## config.mk

```make
export PLATFORM = sky130hd
export DESIGN_NAME = pc_sequencer
export DESIGN_NICKNAME = d
export VERILOG_FILES = /design/src/rtl/pc_sequencer.sv
export SDC_FILE = /design/constraint.sdc
export NUM_CORES = 1
export LEC_CHECK = 0
export ABC_AREA = 1
export CAP_MARGIN = 5
export CORE_AREA = 2 2 51 53
export CTS_CLUSTER_DIAMETER = 40
export DETAILED_ROUTE_END_ITERATION = 16
export DIE_AREA = 0 0 53 55
export GPL_ROUTABILITY_DRIVEN = 0
export GPL_TIMING_DRIVEN = 1
export PLACE_DENSITY = 0.76
export SYNTH_ARGS = -nofsm -noshare
export SYNTH_HDL_FRONTEND = slang
export SYNTH_SLANG_ARGS = --single-unit
```

## constraint.sdc

```tcl
create_clock -name clk -period 1.82 [get_ports clk]
set_input_delay 0.364 -clock clk [delete_from_list [all_inputs] [get_ports clk]]
set_output_delay 0.364 -clock clk [all_outputs]
set_load 0.02 [all_outputs]
```

## src/rtl/pc_sequencer.sv

```systemverilog
// -----------------------------------------------------------------------------
// pc_sequencer
//   Program-counter register stage feeding an N-bit incrementer (incN) and
//   loading its result back on every advancing cycle. It also handles branch
//   redirects with a one-cycle flush bubble, stall hold, and a halt/resume
//   state machine. All outputs come straight from flops.
//
// Ports
//   clk        in   single clock, rising edge
//   rst_n      in   asynchronous active-low reset
//   stall      in   hold the PC this cycle
//   br_taken   in   redirect request; PC becomes br_target
//   br_target  in   [N-1:0] branch destination
//   halt       in   enter HALTED
//   resume     in   leave HALTED (ignored while halt is also high)
//   pc         out  [N-1:0] registered current PC
//   pc_valid   out  pc is a valid fetch address this cycle
//   halted     out  high while in HALTED
//   wrap       out  one-cycle pulse after an advance from all-ones to zero
// -----------------------------------------------------------------------------

// incN: N-bit modulo incrementer. The carry out of the top bit is dropped;
// wrap detection is done in the sequencer by looking at the PC itself.
//   a_i  in   [N-1:0] operand
//   y_o  out  [N-1:0] a_i + 1 modulo 2**N
module incN #(
  parameter int N = 8
) (
  input  logic [N-1:0] a_i,
  output logic [N-1:0] y_o
);

  assign y_o = a_i + N'(1);

endmodule

module pc_sequencer #(
  parameter int             N        = 8,
  parameter logic [N-1:0]   RESET_PC = '0
) (
  input  logic         clk,
  input  logic         rst_n,
  input  logic         stall,
  input  logic         br_taken,
  input  logic [N-1:0] br_target,
  input  logic         halt,
  input  logic         resume,
  output logic [N-1:0] pc,
  output logic         pc_valid,
  output logic         halted,
  output logic         wrap
);

  typedef enum logic [1:0] {
    ST_RUN    = 2'd0,
    ST_FLUSH  = 2'd1,
    ST_HALTED = 2'd2
  } state_e;

  state_e       state_q, state_d;
  logic [N-1:0] pc_q, pc_d;
  logic         pc_valid_q, pc_valid_d;
  logic         halted_q, halted_d;
  logic         wrap_q, wrap_d;
  logic [N-1:0] pc_inc;

  incN #(.N(N)) u_inc (
    .a_i (pc_q),
    .y_o (pc_inc)
  );

  // State and output registers. Reset lands in FLUSH so the first edge
  // after release behaves like the end of a redirect bubble: pc_valid rises
  // with pc still at RESET_PC.
  always_ff @(posedge clk or negedge rst_n) begin
    if (!rst_n) begin
      state_q    <= ST_FLUSH;
      pc_q       <= RESET_PC;
      pc_valid_q <= 1'b0;
      halted_q   <= 1'b0;
      wrap_q     <= 1'b0;
    end else begin
      state_q    <= state_d;
      pc_q       <= pc_d;
      pc_valid_q <= pc_valid_d;
      halted_q   <= halted_d;
      wrap_q     <= wrap_d;
    end
  end

  // Next-state logic. Priority inside a cycle: halt > br_taken > stall >
  // advance. wrap defaults low so it can only ever be a single-cycle pulse.
  always_comb begin
    state_d    = state_q;
    pc_d       = pc_q;
    pc_valid_d = pc_valid_q;
    halted_d   = halted_q;
    wrap_d     = 1'b0;

    case (state_q)
      ST_RUN: begin
        if (halt) begin
          state_d    = ST_HALTED;
          pc_valid_d = 1'b0;
          halted_d   = 1'b1;
        end else if (br_taken) begin
          // Taken even under stall so a redirect is never dropped.
          state_d    = ST_FLUSH;
          pc_d       = br_target;
          pc_valid_d = 1'b0;
        end else if (!stall) begin
          pc_d   = pc_inc;
          wrap_d = &pc_q;
        end
      end

      ST_FLUSH: begin
        // Bubble cycle: stall has no effect here.
        if (halt) begin
          state_d    = ST_HALTED;
          pc_valid_d = 1'b0;
          halted_d   = 1'b1;
        end else if (br_taken) begin
          // A back-to-back redirect restarts the bubble on the new target.
          state_d    = ST_FLUSH;
          pc_d       = br_target;
          pc_valid_d = 1'b0;
        end else begin
          state_d    = ST_RUN;
          pc_valid_d = 1'b1;
        end
      end

      ST_HALTED: begin
        // Only a clean resume (halt low) leaves; branches and stall are moot.
        if (resume && !halt) begin
          state_d    = ST_RUN;
          pc_valid_d = 1'b1;
          halted_d   = 1'b0;
        end
      end

      default: begin
        // Unused encoding: recover through a bubble.
        state_d    = ST_FLUSH;
        pc_valid_d = 1'b0;
        halted_d   = 1'b0;
      end
    endcase
  end

  assign pc       = pc_q;
  assign pc_valid = pc_valid_q;
  assign halted   = halted_q;
  assign wrap     = wrap_q;

endmodule
```

==> results.md <==
- CTS tree: built
- Peak per-stage delay on the critical path: 0.64 ns
- Max Transition Viols Final: 0
- Site row count: 18
- Aggregate routed wire length: 2000 um
- Wire length of the first global-routing pass: 3310 um
- Worst EP required: 1.46 ns
- Number of global-route vias before repair: 778
- Outcome: completed
- Number of cell instances on the worst register-to-register path: 10
- Worst VDD drop: 0.746 mV
- Least-Margin Pin Slew: 0.634 ns
- Worst setup startpoint: pc[2]$_DFFE_PN0P_
- Share of post-route cells with drive strength above 1: 0.108
- Cell with the largest stage delay on the worst path: clkdlybuf4s50_1
- Highest clock frequency the design can meet: 574 MHz
- Die ar.: 0.00292 mm2
- Filler cell count in the final layout: 242
- Final cycle utilization of the critical path: 0.957
- Worst relative slew slack: 0.576
- Cell Chain, Critical Path: clkdlybuf4s50_1
- Clock-pin slew on the worst setup and hold paths: 0.09 ns
- Sum Neg Setup Slack: 0 ns
- End point of the critical path: pc[2]
- Root buffer cell: clkbuf_4
- Most common library cell in the layout ignoring fill and taps: nand2_1
- Nature of the critical path startpoint: register
- Worst-Skew Late Latency: 0.27 ns
- Maximum fanout along the worst path: 7
- Warning count from the yosys run: 0
- Category of cells accounting for the largest share of critical-path delay: buffers and inverters
- RR Endpoint: pc[6]$_DFFE_PN0P_
- Number of H-tree branching levels: 1
- Remaining Overflow, GRT: 0
- Post-Syn Nets: 140
- Worst reg2reg startpoint: state_q[0]$_DFFE_PN1P_
- End-of-flow core utilization: 0.495
- Worst setup path category: reg2out
- Number of maximum-capacitance violations: 0
- Number of sinks on the clock net: 13
- Total I/O pin count: 25
- Total Power Consumption: 0.00178 W
- Storage cell area: 327 um2
- Multi-input combinational cell area: 473 um2
- Number of antenna violations at the first check in global routing: 0
- Area share of the leading cell type in the synthesized netlist: 0.345
- Number of antenna cells inserted: 0
- Fin nets: 168
- Instance count of the mapped netlist: 121
- Synth cell types: 24
- Top library cells by usage in the layout, fill and taps aside: 37 x nand2_1, 23 x clkdlybuf4s50_1, 14 x inv_1
- Vertical die dimension: 55 um
- Syn_area_per_cell: 7.19 um2
- CTS Buf Count: 3
- All-layer global routing usage: 0.154
- Power density normalized to cell area: 1520 mW/mm2
- DPL Wire Length: 1520 um
- Initial standard-cell utilization of the core: 0.368
- Count of state elements after synthesis: 13
- Drt initial violations: 18
- Max Root-Sink Buffers: 2
- Routed via count: 831
- Stages on worst setup path: 1
- Core area: 0.00236 mm2
- Critical Path Sink Type: output port
- Router iterations before antenna repair: 4
- Count of buffers inserted at the top-level ports: 24
- Area growth from synthesis to layout: 34.5%
- Worst Clk Skew: 0.000785 ns
- Wire length per cell after detailed routing: 11.3 um
- Signal arrival time at the worst endpoint: 1.38 ns
- Number of nets still failing antenna checks after routing: 0
- Hold crit path type: in2async
- Library cell occupying the most area in the post-synthesis netlist: dfrtp_1
- Final setup violating endpoints: 0
- Combined buffer and inverter count along the critical path: 1
- Static Leakage: 0.562 nW
- DRC Markers: 0
- Number of vias per cell: 4.67
- Unrepaired setup endpoints after global routing: false
- Register-to-register setup slack: 0.18 ns
- Area of the mapped netlist: 870 um2
- Pin count of the biggest net entering global routing: 16
- Post-layout minimum cycle time: 1.74 ns
- Floorplan die width: 53 um
- Total count of hold-check failures in the final report: 0
- Synth top area cells: dfrtp_1 35%, nand2_1 16%, ha_1 7.2%
- Sequential-to-total area share from yosys stat: 0.376
[through the flow]
stage          cells  hold WS (ns)  setup WS [ns]  cell area [um2]
2_1_floorplan    121        0.0684          0.378              870
3_3_place_gp     174         0.493          0.149             1140
3_5_place_dp     174         0.486         0.0977             1140
4_1_cts          178         0.505         0.0490             1160
5_1_grt          178         0.542         0.0244             1170
6_report         178         0.476         0.0788             1170
[where the power goes]
part           internal (W)  switching (W)  leakage, nW
clock network     0.0000848       0.000101       0.0150
logic              0.000435       0.000578        0.387
registers          0.000427       0.000152        0.160
total              0.000948       0.000831        0.562
[synthesized netlist by cell type]
master	n
dfstp_2	1
xor2_1	1
a22oi_1	1
a21oi_1	2
dfrtp_1	12
nor3_1	1
ha_1	5
nor2_4	1
buf_6	1
a31oi_1	1
or2_1	1
nor2_1	11
o21ai_1	5
inv_2	1
o211ai_1	2
nand2_1	37
nand2_2	1
inv_1	14
nor2_2	7
nand3_1	9
o21ai_0	4
o21ai_2	1
nor4_1	1
buf_4	1
[timing repair]
item,4_1_cts,5_1_grt
setup buffers,0,0
gates resized for setup,0,2
endpoints found under the setup margin,0,4
hold buffers,0,0
[registers in the layout (all words and copies together) (netlist names)]
name,flops
halted,1
pc,8
pc_valid,1
state_q,2
wrap,1
[worst min path at each step]
stage / start / end / slack [ns] / depth (start not counted)
4_1_cts: rst_n / pc[3]$_DFFE_PN0P_ / 0.51 / 1
2_1_floorplan: rst_n / halted$_DFFE_PN0P_ / 0.07 / 0
5_1_grt: rst_n / pc[3]$_DFFE_PN0P_ / 0.54 / 1
3_5_place_dp: pc_valid$_DFFE_PN0P_ / pc_valid$_DFFE_PN0P_ / 0.49 / 2
3_3_place_gp: pc_valid$_DFFE_PN0P_ / pc_valid$_DFFE_PN0P_ / 0.49 / 2
6_report: rst_n / pc[4]$_DFFE_PN0P_ / 0.48 / 1
[per-layer routing]
layer | wire length, um | GRT usage | part of all wire
met5 | 0 | 0 | 0
met4 | 0 | 0.0385 | 0
met3 | 105 | 0.0323 | 0.052
met2 | 987 | 0.273 | 0.49
met1 | 912 | 0.191 | 0.46
[cell families after synthesis]
logic type | after synthesis | synth area share
DFF | 13 | 0.376
AOI/OAI and AO/OA | 16 | 0.106
buffers and inverters | 17 | 0.0863
and+or+nand+nor | 69 | 0.350
adders and majority gates | 5 | 0.0719
xor gates and xnor gates | 1 | 0.0101
[worst register-to-register path, stage by stage (launching register included)]
cell     delay, ns
dfstp_2       0.56
inv_1         0.07
ha_1          0.24
nor2_2        0.16
nor2_2        0.07
nand2_4       0.16
inv_2         0.09
nand2_1       0.06
nand2_1       0.04
nand2_1       0.05
inv_1         0.03
[cell type report]
| cell class | instances | share of cell area |
|---|---|---|
| sequential | 13 | 0.279 |
| timing repair buffer | 25 | 0.214 |
| inverter | 15 | 0.0481 |
| tap | 30 | 0.0321 |
| multi-input combinational | 91 | 0.404 |
| clock buffer | 4 | 0.0225 |
Note: power is estimated with default switching activity, not from simulation.
